--- src/rtl/tensor_core_pkg.sv ---
// Shared definitions for the tensor-core instruction receiver: opcodes, burst selects, FSM states, header field slices.
// Latency: n/a (constants and types only).
// Backpressure: n/a.
package tensor_core_pkg;

    // Opcode field [1:0]
    localparam logic [1:0] OP_NOP     = 2'b00;
    localparam logic [1:0] OP_OPERATE = 2'b01;
    localparam logic [1:0] OP_BURST   = 2'b10;
    localparam logic [1:0] OP_RESET   = 2'b11;

    // Burst select field [3:2]
    localparam logic [1:0] BSEL_READ    = 2'b00;
    localparam logic [1:0] BSEL_WRITE   = 2'b01;
    localparam logic [1:0] BSEL_RDWR    = 2'b10;
    localparam logic [1:0] BSEL_ILLEGAL = 2'b11;

    // Header field positions
    localparam int OPC_LSB  = 0;
    localparam int OPC_MSB  = 1;
    localparam int BSEL_LSB = 2;
    localparam int BSEL_MSB = 3;
    localparam int LEN_LSB  = 4;
    localparam int LEN_MSB  = 7;

    // Burst write data word positions: A element in the upper byte, B in the lower
    localparam int WA_LSB = 8;
    localparam int WA_MSB = 15;
    localparam int WB_LSB = 0;
    localparam int WB_MSB = 7;

    typedef enum logic [1:0] {
        ST_IDLE    = 2'd0,
        ST_BURST   = 2'd1,
        ST_COMPUTE = 2'd2
    } state_t;

endpackage

--- src/rtl/tensor_core_mac_unit.sv ---
// Signed multiply-accumulate with reduction of (acc + product) to DATA_WIDTH for C writes.
// Latency: result is combinational from the current operands and registered accumulator; acc updates at the next edge.
// Backpressure: none; driven one MAC per cycle by the controller. Optional macro: TENSOR_CORE_SATURATE_EN.
//
// Ports:
//   i_clk, i_rst_n   clock and asynchronous active-low reset
//   i_clr            clear the accumulator (wins over i_acc_en)
//   i_acc_en         acc <= acc + i_a*i_b
//   i_a, i_b         signed operands
//   o_result         (acc + i_a*i_b) reduced to DATA_WIDTH: clamped with TENSOR_CORE_SATURATE_EN, wrapped otherwise
module tensor_core_mac_unit #(
    parameter int DATA_WIDTH = 8,
    parameter int ACC_WIDTH  = 18
) (
    input  logic                         i_clk,
    input  logic                         i_rst_n,
    input  logic                         i_clr,
    input  logic                         i_acc_en,
    input  logic signed [DATA_WIDTH-1:0] i_a,
    input  logic signed [DATA_WIDTH-1:0] i_b,
    output logic signed [DATA_WIDTH-1:0] o_result
);

    localparam int PROD_W = 2 * DATA_WIDTH;

    logic signed [PROD_W-1:0]    w_prod;
    logic signed [ACC_WIDTH-1:0] w_sum;
    logic signed [ACC_WIDTH-1:0] r_acc;

    assign w_prod = i_a * i_b;
    assign w_sum  = r_acc + {{(ACC_WIDTH-PROD_W){w_prod[PROD_W-1]}}, w_prod};

    always_ff @(posedge i_clk or negedge i_rst_n) begin
        if (!i_rst_n) begin
            r_acc <= '0;
        end else if (i_clr) begin
            r_acc <= '0;
        end else if (i_acc_en) begin
            r_acc <= w_sum;
        end
    end

`ifdef TENSOR_CORE_SATURATE_EN
    localparam logic signed [ACC_WIDTH-1:0]  SAT_MAX = ACC_WIDTH'((2 ** (DATA_WIDTH-1)) - 1);
    localparam logic signed [ACC_WIDTH-1:0]  SAT_MIN = -ACC_WIDTH'(2 ** (DATA_WIDTH-1));
    localparam logic signed [DATA_WIDTH-1:0] OUT_MAX = {1'b0, {(DATA_WIDTH-1){1'b1}}};
    localparam logic signed [DATA_WIDTH-1:0] OUT_MIN = {1'b1, {(DATA_WIDTH-1){1'b0}}};

    always_comb begin
        o_result = w_sum[DATA_WIDTH-1:0];
        if (w_sum > SAT_MAX) begin
            o_result = OUT_MAX;
        end else if (w_sum < SAT_MIN) begin
            o_result = OUT_MIN;
        end
    end
`else
    assign o_result = w_sum[DATA_WIDTH-1:0];
`endif

endmodule

--- src/rtl/tensor_core_controller.sv ---
// Tensor-core receiver: decodes the 16-bit instruction stream, holds A/B/C, runs a sequential NxN matmul, serves burst reads.
// Latency: burst-read data is combinational in the slot cycle; OPERATE takes N^3 cycles, done pulses the cycle after the last C write.
// Backpressure: none; the stream is fixed-schedule, misuse sets sticky error_out. Optional macro: TENSOR_CORE_SATURATE_EN (C writes clamp).
//
// Ports:
//   clock_in                         rising-edge clock
//   reset_in                         asynchronous active-low reset
//   current_tensor_core_instruction  header or burst data word, one per cycle
//   tensor_core_controller_output    C[idx] during burst-read slots, 0 otherwise
//   busy_out                         high while computing
//   operation_done_out               one-cycle pulse after the final C write
//   error_out                        sticky protocol error, cleared by reset_in or the RESET opcode
module tensor_core_controller
    import tensor_core_pkg::*;
#(
    parameter int MATRIX_DIM = 3,
    parameter int DATA_WIDTH = 8
) (
    input  logic                         clock_in,
    input  logic                         reset_in,
    input  logic [15:0]                  current_tensor_core_instruction,
    output logic signed [DATA_WIDTH-1:0] tensor_core_controller_output,
    output logic                         busy_out,
    output logic                         operation_done_out,
    output logic                         error_out
);

    localparam int ELEMS = MATRIX_DIM * MATRIX_DIM;
    localparam int IDX_W = (ELEMS > 1) ? $clog2(ELEMS) : 1;
    localparam int CNT_W = (MATRIX_DIM > 1) ? $clog2(MATRIX_DIM) : 1;
    localparam int ACC_W = 2 * DATA_WIDTH + $clog2(MATRIX_DIM);
    localparam logic [CNT_W-1:0] CNT_LAST = CNT_W'(MATRIX_DIM - 1);

    state_t r_state;
    state_t w_state_nxt;

    logic signed [DATA_WIDTH-1:0] r_a [ELEMS];
    logic signed [DATA_WIDTH-1:0] r_b [ELEMS];
    logic signed [DATA_WIDTH-1:0] r_c [ELEMS];

    logic [IDX_W-1:0] r_idx;
    logic [IDX_W-1:0] r_last_idx;
    logic [1:0]       r_bsel;
    logic [CNT_W-1:0] r_i, r_j, r_k;
    logic             r_busy, r_done, r_err;

    // Header decode
    logic [1:0] w_opc;
    logic [1:0] w_bsel;
    logic [3:0] w_len;
    logic [DATA_WIDTH-1:0] w_word_a;
    logic [DATA_WIDTH-1:0] w_word_b;
    logic       w_burst_legal;

    assign w_opc    = current_tensor_core_instruction[OPC_MSB:OPC_LSB];
    assign w_bsel   = current_tensor_core_instruction[BSEL_MSB:BSEL_LSB];
    assign w_len    = current_tensor_core_instruction[LEN_MSB:LEN_LSB];
    assign w_word_a = current_tensor_core_instruction[WA_MSB:WA_LSB];
    assign w_word_b = current_tensor_core_instruction[WB_MSB:WB_LSB];

    assign w_burst_legal = (w_bsel != BSEL_ILLEGAL) && (w_len != 4'd0) && (int'(w_len) <= ELEMS);

    // Burst slot qualifiers (only meaningful while in BURST)
    logic w_in_burst, w_slot_rd, w_slot_wr, w_slot_last;
    assign w_in_burst  = (r_state == ST_BURST);
    assign w_slot_rd   = w_in_burst && ((r_bsel == BSEL_READ) || (r_bsel == BSEL_RDWR));
    assign w_slot_wr   = w_in_burst && ((r_bsel == BSEL_WRITE) || (r_bsel == BSEL_RDWR));
    assign w_slot_last = (r_idx == r_last_idx);

    // Loop position; k is innermost
    logic w_k_last, w_mac_last;
    assign w_k_last   = (r_k == CNT_LAST);
    assign w_mac_last = (r_i == CNT_LAST) && (r_j == CNT_LAST) && w_k_last;

    logic [IDX_W-1:0] w_a_addr, w_b_addr, w_c_addr;
    assign w_a_addr = IDX_W'(int'(r_i) * MATRIX_DIM + int'(r_k));
    assign w_b_addr = IDX_W'(int'(r_k) * MATRIX_DIM + int'(r_j));
    assign w_c_addr = IDX_W'(int'(r_i) * MATRIX_DIM + int'(r_j));

    // FSM control strobes
    logic w_start_burst, w_start_op, w_wipe, w_err_set, w_mac_step, w_done_nxt;

    always_ff @(posedge clock_in or negedge reset_in) begin
        if (!reset_in) begin
            r_state <= ST_IDLE;
        end else begin
            r_state <= w_state_nxt;
        end
    end

    always_comb begin
        w_state_nxt   = r_state;
        w_start_burst = 1'b0;
        w_start_op    = 1'b0;
        w_wipe        = 1'b0;
        w_err_set     = 1'b0;
        w_mac_step    = 1'b0;
        w_done_nxt    = 1'b0;
        case (r_state)
            ST_IDLE: begin
                case (w_opc)
                    OP_NOP: ;
                    OP_OPERATE: begin
                        w_state_nxt = ST_COMPUTE;
                        w_start_op  = 1'b1;
                    end
                    OP_BURST: begin
                        if (w_burst_legal) begin
                            w_state_nxt   = ST_BURST;
                            w_start_burst = 1'b1;
                        end else begin
                            w_err_set = 1'b1;
                        end
                    end
                    default: w_wipe = 1'b1;   // OP_RESET
                endcase
            end
            ST_BURST: begin
                // Slot words are data, never opcodes
                if (w_slot_last) begin
                    w_state_nxt = ST_IDLE;
                end
            end
            ST_COMPUTE: begin
                if (w_opc == OP_RESET) begin
                    // Abort: no MAC this cycle and no done pulse
                    w_wipe      = 1'b1;
                    w_state_nxt = ST_IDLE;
                end else begin
                    w_mac_step = 1'b1;
                    if ((w_opc == OP_OPERATE) || (w_opc == OP_BURST)) begin
                        w_err_set = 1'b1;
                    end
                    if (w_mac_last) begin
                        w_state_nxt = ST_IDLE;
                        w_done_nxt  = 1'b1;
                    end
                end
            end
            default: w_state_nxt = ST_IDLE;
        endcase
    end

    // MAC datapath: the k==N-1 step writes C from acc+product and restarts the accumulator
    logic                         w_mac_clr;
    logic signed [DATA_WIDTH-1:0] w_mac_result;
    assign w_mac_clr = w_start_op || w_wipe || (w_mac_step && w_k_last);

    tensor_core_mac_unit #(
        .DATA_WIDTH (DATA_WIDTH),
        .ACC_WIDTH  (ACC_W)
    ) u_mac (
        .i_clk    (clock_in),
        .i_rst_n  (reset_in),
        .i_clr    (w_mac_clr),
        .i_acc_en (w_mac_step),
        .i_a      (r_a[w_a_addr]),
        .i_b      (r_b[w_b_addr]),
        .o_result (w_mac_result)
    );

    // Register files
    always_ff @(posedge clock_in or negedge reset_in) begin
        if (!reset_in) begin
            for (int e = 0; e < ELEMS; e++) begin
                r_a[e] <= '0;
                r_b[e] <= '0;
                r_c[e] <= '0;
            end
        end else if (w_wipe) begin
            for (int e = 0; e < ELEMS; e++) begin
                r_a[e] <= '0;
                r_b[e] <= '0;
                r_c[e] <= '0;
            end
        end else begin
            if (w_slot_wr) begin
                r_a[r_idx] <= w_word_a;
                r_b[r_idx] <= w_word_b;
            end
            if (w_mac_step && w_k_last) begin
                r_c[w_c_addr] <= w_mac_result;
            end
        end
    end

    // Burst index and matmul loop counters
    always_ff @(posedge clock_in or negedge reset_in) begin
        if (!reset_in) begin
            r_idx      <= '0;
            r_last_idx <= '0;
            r_bsel     <= BSEL_READ;
            r_i        <= '0;
            r_j        <= '0;
            r_k        <= '0;
        end else begin
            if (w_start_burst) begin
                r_idx      <= '0;
                r_last_idx <= IDX_W'(int'(w_len) - 1);
                r_bsel     <= w_bsel;
            end else if (w_in_burst) begin
                r_idx <= r_idx + IDX_W'(1);
            end

            if (w_start_op || w_wipe) begin
                r_i <= '0;
                r_j <= '0;
                r_k <= '0;
            end else if (w_mac_step) begin
                if (w_k_last) begin
                    r_k <= '0;
                    if (r_j == CNT_LAST) begin
                        r_j <= '0;
                        r_i <= (r_i == CNT_LAST) ? '0 : r_i + CNT_W'(1);
                    end else begin
                        r_j <= r_j + CNT_W'(1);
                    end
                end else begin
                    r_k <= r_k + CNT_W'(1);
                end
            end
        end
    end

    // Registered status outputs
    always_ff @(posedge clock_in or negedge reset_in) begin
        if (!reset_in) begin
            r_busy <= 1'b0;
            r_done <= 1'b0;
            r_err  <= 1'b0;
        end else begin
            r_busy <= (w_state_nxt == ST_COMPUTE);
            r_done <= w_done_nxt;
            if (w_wipe) begin
                r_err <= 1'b0;
            end else if (w_err_set) begin
                r_err <= 1'b1;
            end
        end
    end

    // Read slots see C before any same-slot write; writes only touch A/B anyway
    assign tensor_core_controller_output = w_slot_rd ? r_c[r_idx] : '0;
    assign busy_out           = r_busy;
    assign operation_done_out = r_done;
    assign error_out          = r_err;

endmodule

--- config.mk ---
export PLATFORM = sky130hd
export DESIGN_NAME = tensor_core_controller
export DESIGN_NICKNAME = d
export VERILOG_FILES = /design/src/rtl/tensor_core_pkg.sv /design/src/rtl/tensor_core_mac_unit.sv /design/src/rtl/tensor_core_controller.sv
export SDC_FILE = /design/constraint.sdc
export NUM_CORES = 1
export LEC_CHECK = 0
export CORE_ASPECT_RATIO = 0.6
export CORE_UTILIZATION = 28
export DETAILED_ROUTE_END_ITERATION = 8
export DONT_BUFFER_PORTS = 1
export PLACE_DENSITY_LB_ADDON = 0.3
export SLEW_MARGIN = 40
export SYNTH_ARGS = -nofsm -noshare
export SYNTH_HDL_FRONTEND = slang
export SYNTH_SLANG_ARGS = --single-unit
--- constraint.sdc ---
create_clock -name clock_in -period 8 [get_ports clock_in]
set_input_delay 1.6 -clock clock_in [delete_from_list [all_inputs] [get_ports clock_in]]
set_output_delay 1.6 -clock clock_in [all_outputs]
set_load 0.01 [all_outputs]
* Word-level counts from Yosys, hierarchy flattened
Index checks and enable logic that the tools add are counted.
** Storage, ports and cells
- Register bits after elaboration :: 255
- Output and inout bits :: 11
- Word-level logic and storage cells :: 168
** Cells by class
- Add/subtract/negate cells :: 9
- Multiply operators :: 3
- Magnitude comparators :: 7
- Eq/ne operators :: 13
- Muxes and demuxes :: 65
- Bitwise gates (word level) :: 4
- Reductions and logical operators :: 29
** Operators by type and width (count)
- 72-bit two-way mux :: 6
- 72-bit bitwise mux :: 3
- 8-bit binary-select mux with 4-bit select :: 3
- 8-bit two-way mux :: 9
- 8-bit demux with 4-bit select :: 2
- 18-bit two-way mux :: 2
- 2-bit two-way mux :: 16
- 5-bit greater-or-equal comparator (second input constant) :: 4
- 4-bit inverter with 5-bit output :: 4
- 18-bit adder :: 1
- 1-bit two-way mux :: 18
- 2-bit equality test (second input constant) :: 8
- 8-bit by 8-bit multiplier with 16-bit output :: 1
- 2-bit nonzero test :: 8
- 5-bit by 1-bit less-than comparator with 1-bit output (second input constant) :: 2
- 1-bit logical AND :: 9
- 4-bit by 2-bit adder with 4-bit output :: 2
- 2-bit by 2-bit multiplier with 4-bit output (second input constant) :: 2
- 4-bit two-way mux :: 2
- 2-bit by 1-bit adder with 2-bit output (second input constant) :: 3
- 2-bit by 1-bit equality test with 1-bit output (second input constant) :: 3
- 2-bit zero test :: 3
- 2-bit case mux with 3 select lines :: 1
- 1-bit logical OR :: 5
- other kinds (12) :: 13

* Depth between registers and ports, before layout
- Depth in word-level cells :: 11
- Mapped depth :: 29

* Cells and area by module
Synthesis repeated with hierarchy kept, for this count alone.
** Second synthesis, totals
- Cells, all modules :: 1385
- Area total of the unflattened synthesis :: 14597.8 um^2
** By module, submodules not included
- tensor_core_controller :: times used 1, cells an instance 1202, area an instance 12953.7 um^2
- tensor_core_mac_unit :: times used 1, cells an instance 183, area an instance 1644.1 um^2

* Worst setup path before layout
No wires, ideal clock.
- Path kind :: reg-to-reg
- From :: register r_k[1]
- To :: register r_c[23] (netlist name)
- Library setup time :: 0.127 ns
- Arrival :: 7.124 ns
- Setup slack :: 0.749 ns
- Stages on the path, launching flop included :: 27
- Cell sequence :: dfrtp_1 -> inv_1 -> fa_1 -> inv_1 -> ha_1 -> inv_1 -> fa_1 -> clkbuf_1 -> mux4_2 -> mux2_2 -> a22oi_1 -> nor2_1 -> ha_1 -> inv_1 -> fa_1 -> inv_1 -> ha_1 -> fa_1 -> ha_1 -> fa_1 -> xor2_1 -> ha_1 -> nand2_1 -> o21ai_0 -> xnor3_1 -> xnor3_2 -> o21ai_1
** On the way
- Cells in the longest elaborated chain, start to end :: 11
- Elaborated cells between the ends (all ways) :: 19
** Ends and longest elaborated chain
- start, declared :: line tensor_core_controller.sv:44 : logic [CNT_W-1:0] r_i, r_j, r_k;
- start signal, assigned :: line tensor_core_controller.sv:219 : r_k <= r_k + CNT_W'(1);
- 2-bit by 2-bit multiplier with 4-bit output :: line tensor_core_controller.sv:77 : assign w_b_addr = IDX_W'(int'(r_k) * MATRIX_DIM + int'(r_j));
- 4-bit by 2-bit adder with 4-bit output :: line tensor_core_controller.sv:77
- 4-bit inverter with 5-bit output (implied by the code) :: line tensor_core_controller.sv:158 : .i_b (r_b[w_b_addr]),
- 8-bit binary-select mux with 4-bit select :: line tensor_core_controller.sv:158
- 8-bit two-way mux (implied by the code) (2 in a row) :: line tensor_core_controller.sv:158
- 8-bit by 8-bit multiplier with 16-bit output :: line tensor_core_mac_unit.sv:30 : assign w_prod = i_a * i_b;
- 18-bit adder :: line tensor_core_mac_unit.sv:31 : assign w_sum = r_acc + {{(ACC_WIDTH-PROD_W){w_prod[PROD_W-1]}}, w_prod};
- 72-bit bitwise mux :: line tensor_core_controller.sv:182 : r_c[w_c_addr] <= w_mac_result;
- 72-bit two-way mux :: line tensor_core_controller.sv:181 : if (w_mac_step && w_k_last) begin
- 72-bit two-way mux :: line tensor_core_controller.sv:170 : end else if (w_wipe) begin
- end signal, assigned by index :: line tensor_core_controller.sv:182
- end, declared :: line tensor_core_controller.sv:39 : logic signed [DATA_WIDTH-1:0] r_c [ELEMS];
Several ways; a longest one is shown, not always the timed one. The select of a mux whose other input is x is not followed.
A chain may end at the register's enable or synchronous reset.

* Worst setup path after layout
- From :: register r_k[1]
- To :: register r_c[63] (netlist name)
The elaborated chain is that of the path after synthesis.

==> results.txt <==
Final setup vio count = 0
Worst-case reg-to-reg path depth = 26
Total CTS buffers = 25
Status = completed
Critical path depth in cells = 26
Yosys warns = 0
Gr ovfl total = 0
Most frequent cells in the layout = nand2_1 (288), dfrtp_1 (245), a21oi_1 (164), nand3_1 (130), o21ai_0 (87)
Tcrit/Tclk final = 95.0%
Die area = 48900 µm²
CP endpoint = r_c[63]$_DFFE_PN0P_
Layout Skew = 0.0153 ns
Pre-Repair DR Iteration Count = 5
Worst-Skew Late Latency = 0.56 ns
Reported net switching power = 1590 µW
Core Footprint = 46900 µm²
Slew Viols, Final = 0
Num ports = 29
Area growth, synth to finish = 10.9%
Post-route DRC violation count = 0
Pwr Total = 4090 µW
Cell Pwr Density = 275 nW/µm²
Clock period minus worst slack = 7.60 ns
Crit path buf inv count = 6
Routed wire per std cell = 19.9 µm
LEAKAGE = 0.00609 µW
Max Buffers Root-to-Sink = 3
Largest area contributor in the netlist = dfrtp_1
VDD IR max = 0.157 mV
Antenna diode instance count = 0
Resize count post-CTS = 0
Combinational share of power = 35.7%
DIE WIDTH = 285 µm
Post-CTS Setup Inserts = 0
Initial drt markers = 1053
Gate Count Post-Synth = 1449
Crit-path max FO = 10
CP peak stage delay = 0.82 ns
Setup crit end kind = flop
# clock sinks = 245
Arr. time, crit path = 8.00 ns
CTS H-tree lvls = 1
I/O Buffers = 0
Post-synthesis sequential area ratio = 45.6%
Cts-stage hold buffer count = 0
Die Height = 172 µm
Top delay family on crit path = adder cells
Syn avg cell area = 9.27 µm²
RR Startpoint = r_k[1]$_DFFE_PN0P_
Global Route Usage Sum = 16.8%
Type of the most critical hold path = flop to flop
Main area contributors after synthesis = dfrtp_1 (46%), nand2_1 (8.2%), a21oi_1 (6.1%)
Worst Setup SP = r_k[1]$_DFFE_PN0P_
CTS root buf = clkbuf_16
Reg2reg end = r_c[63]$_DFFE_PN0P_
Worst path most repeated cell = inv_1
Vias in the first global route = 10300
First-pass GRT wire length = 63600 µm
Post-Layout Inst Area = 14900 µm²
Synth Cell Area = 13400 µm²
Sw Ratio = 38.7%
Final HPWL DP = 26600 µm
Startpoint types = flop
Count of cell types in the netlist = 56
Remaining antenna violation count = 0
Async S/R FF share, synth = 100%
Most common cell after layout, fill and taps aside = nand2_1
CTS tree = done
Max Freq = 132 MHz
Antenna violations before repair = 0
Final hold viol count = 0
Largest net degree at the start of global routing = 246
Post-Synthesis Net Count = 1536
Layout cell share with drive strength beyond 1 = 9.67%
Clk pwr share = 28.4%
RSZ-0062 raised after global routing = no
Initial Util = 28.7%
Final #Nets = 1489
Seq pwr share = 35.9%
Pint = 2510 µW
Relative slew slack = 43.7%
Num rows = 61
Actual slew at the worst max-slew pin = 0.844 ns
Fin Setup TNS = 0 ns
Maxcap violations = 0
WS Path Type = flop to flop
Final GP Congestion = 0.854
Worst EP required = 8.41 ns
R2r setup slk = 0.40 ns
Vias = 10500
Slowest cell on crit path = fa_1
Worst-path clk slew = 0.07 ns
Main synth FF type = dfrtp_1
Via density = 5.15
Top-area cell type share of the netlist area = 45.6%
Final WL = 40700 µm
#FFs+latches synth = 245
Post-synth EDFFs = 0
Area after DPL = 14100 µm²
[power by group through the flow]
stage	sequential (µW)	combinational, µW	clock [µW]
after floorplan	1450	984	0
after global placement	1490	1420	0
after detailed placement	1490	1450	0
after CTS	1470	1460	1190
after global routing	1490	1590	1240
final	1470	1460	1160
[worst min-delay path by stage]
stage                               startpoint                    endpoint  slack [ns]  depth (start not counted)
finish                     r_c[24]$_DFFE_PN0P_         r_c[24]$_DFFE_PN0P_        0.50                          2
global route             r_bsel[0]$_DFFE_PN0P_       r_bsel[0]$_DFFE_PN0P_        0.52                          1
CTS                        r_c[14]$_DFFE_PN0P_         r_c[14]$_DFFE_PN0P_        0.50                          2
detailed placement         r_c[14]$_DFFE_PN0P_         r_c[14]$_DFFE_PN0P_        0.49                          2
global placement    u_mac.r_acc[0]$_DFFE_PN0P_  u_mac.r_acc[0]$_DFFE_PN0P_        0.48                          2
floorplan           u_mac.r_acc[0]$_DFFE_PN0P_  u_mac.r_acc[0]$_DFFE_PN0P_        0.46                          2
[stage by stage]
stage / hold WS (ns) / std cells / setup slack [ns] / utilization, %
2_1_floorplan: 0.456 / 1449 / 0.749 / -
3_3_place_gp: 0.479 / 2004 / 0.492 / 30.0
3_5_place_dp: 0.489 / 2005 / 0.396 / 30.1
4_1_cts: 0.502 / 2047 / 0.330 / 31.8
5_1_grt: 0.518 / 2047 / 0.0233 / 31.8
6_report: 0.500 / 2047 / 0.403 / 31.8
[per-layer routing]
metal,track usage [%],up-vias,routed length [µm]
li1,-,4892,-
met1,25.7,5283,20400
met2,23.7,317,16400
met3,3.99,51,3230
met4,3.04,0,686
met5,0,-,0
[synthesized netlist by cell type (all sizes together) (5+ instances only)]
cell    instances
a211oi          5
a21oi         164
a22oi          13
a32oi           8
and2            7
and3            5
buf            20
clkbuf         90
dfrtp         245
fa             17
ha             52
inv            54
mux2           11
mux2i          41
mux4           28
nand2         292
nand3         131
nand4           8
nor2           57
nor2b           7
nor3            7
nor3b          11
o211ai          8
o21ai          99
xnor2          20
xor2            6
[layout make-up]
cell class / count / area, µm²
Fill cell: 4917 / 32000
Multi-Input combinational cell: 1038 / 6710
Sequential cell: 245 / 6130
Tap cell: 630 / 788
Clock buffer: 38 / 734
Timing Repair Buffer: 36 / 290
Inverter: 56 / 210
Clock inverter: 4 / 38.8
[tightest hold or removal path: stages, from the launching register on]
cell     delay, ns
dfrtp_1       0.34
nand3_1       0.06
o21ai_0       0.06
[sequential cells by signal, indices dropped and copies added, names as in the netlist]
| signal | flops |
|---|---|
| r_j | 2 |
| operation_done_out | 1 |
| r_idx | 4 |
| u_mac.r_acc | 8 |
| r_a | 72 |
| r_b | 72 |
| busy_out | 1 |
| r_c | 72 |
| error_out | 1 |
| r_last_idx | 4 |
| r_i | 2 |
| r_bsel | 2 |
| r_k | 2 |
| r_state | 2 |
[logic make-up after synthesis]
| family | count (synthesis) | synth area share (%) |
|---|---|---|
| compound gates | 318 | 13.1 |
| simple gates | 541 | 17.7 |
| flops | 245 | 45.6 |
| fa+ha+maj | 69 | 7.37 |
| xor+xnor | 30 | 2.51 |
| buf+inv | 166 | 4.95 |
| mux | 80 | 8.67 |
No activity file was read; power rests on OpenSTA's default activity.
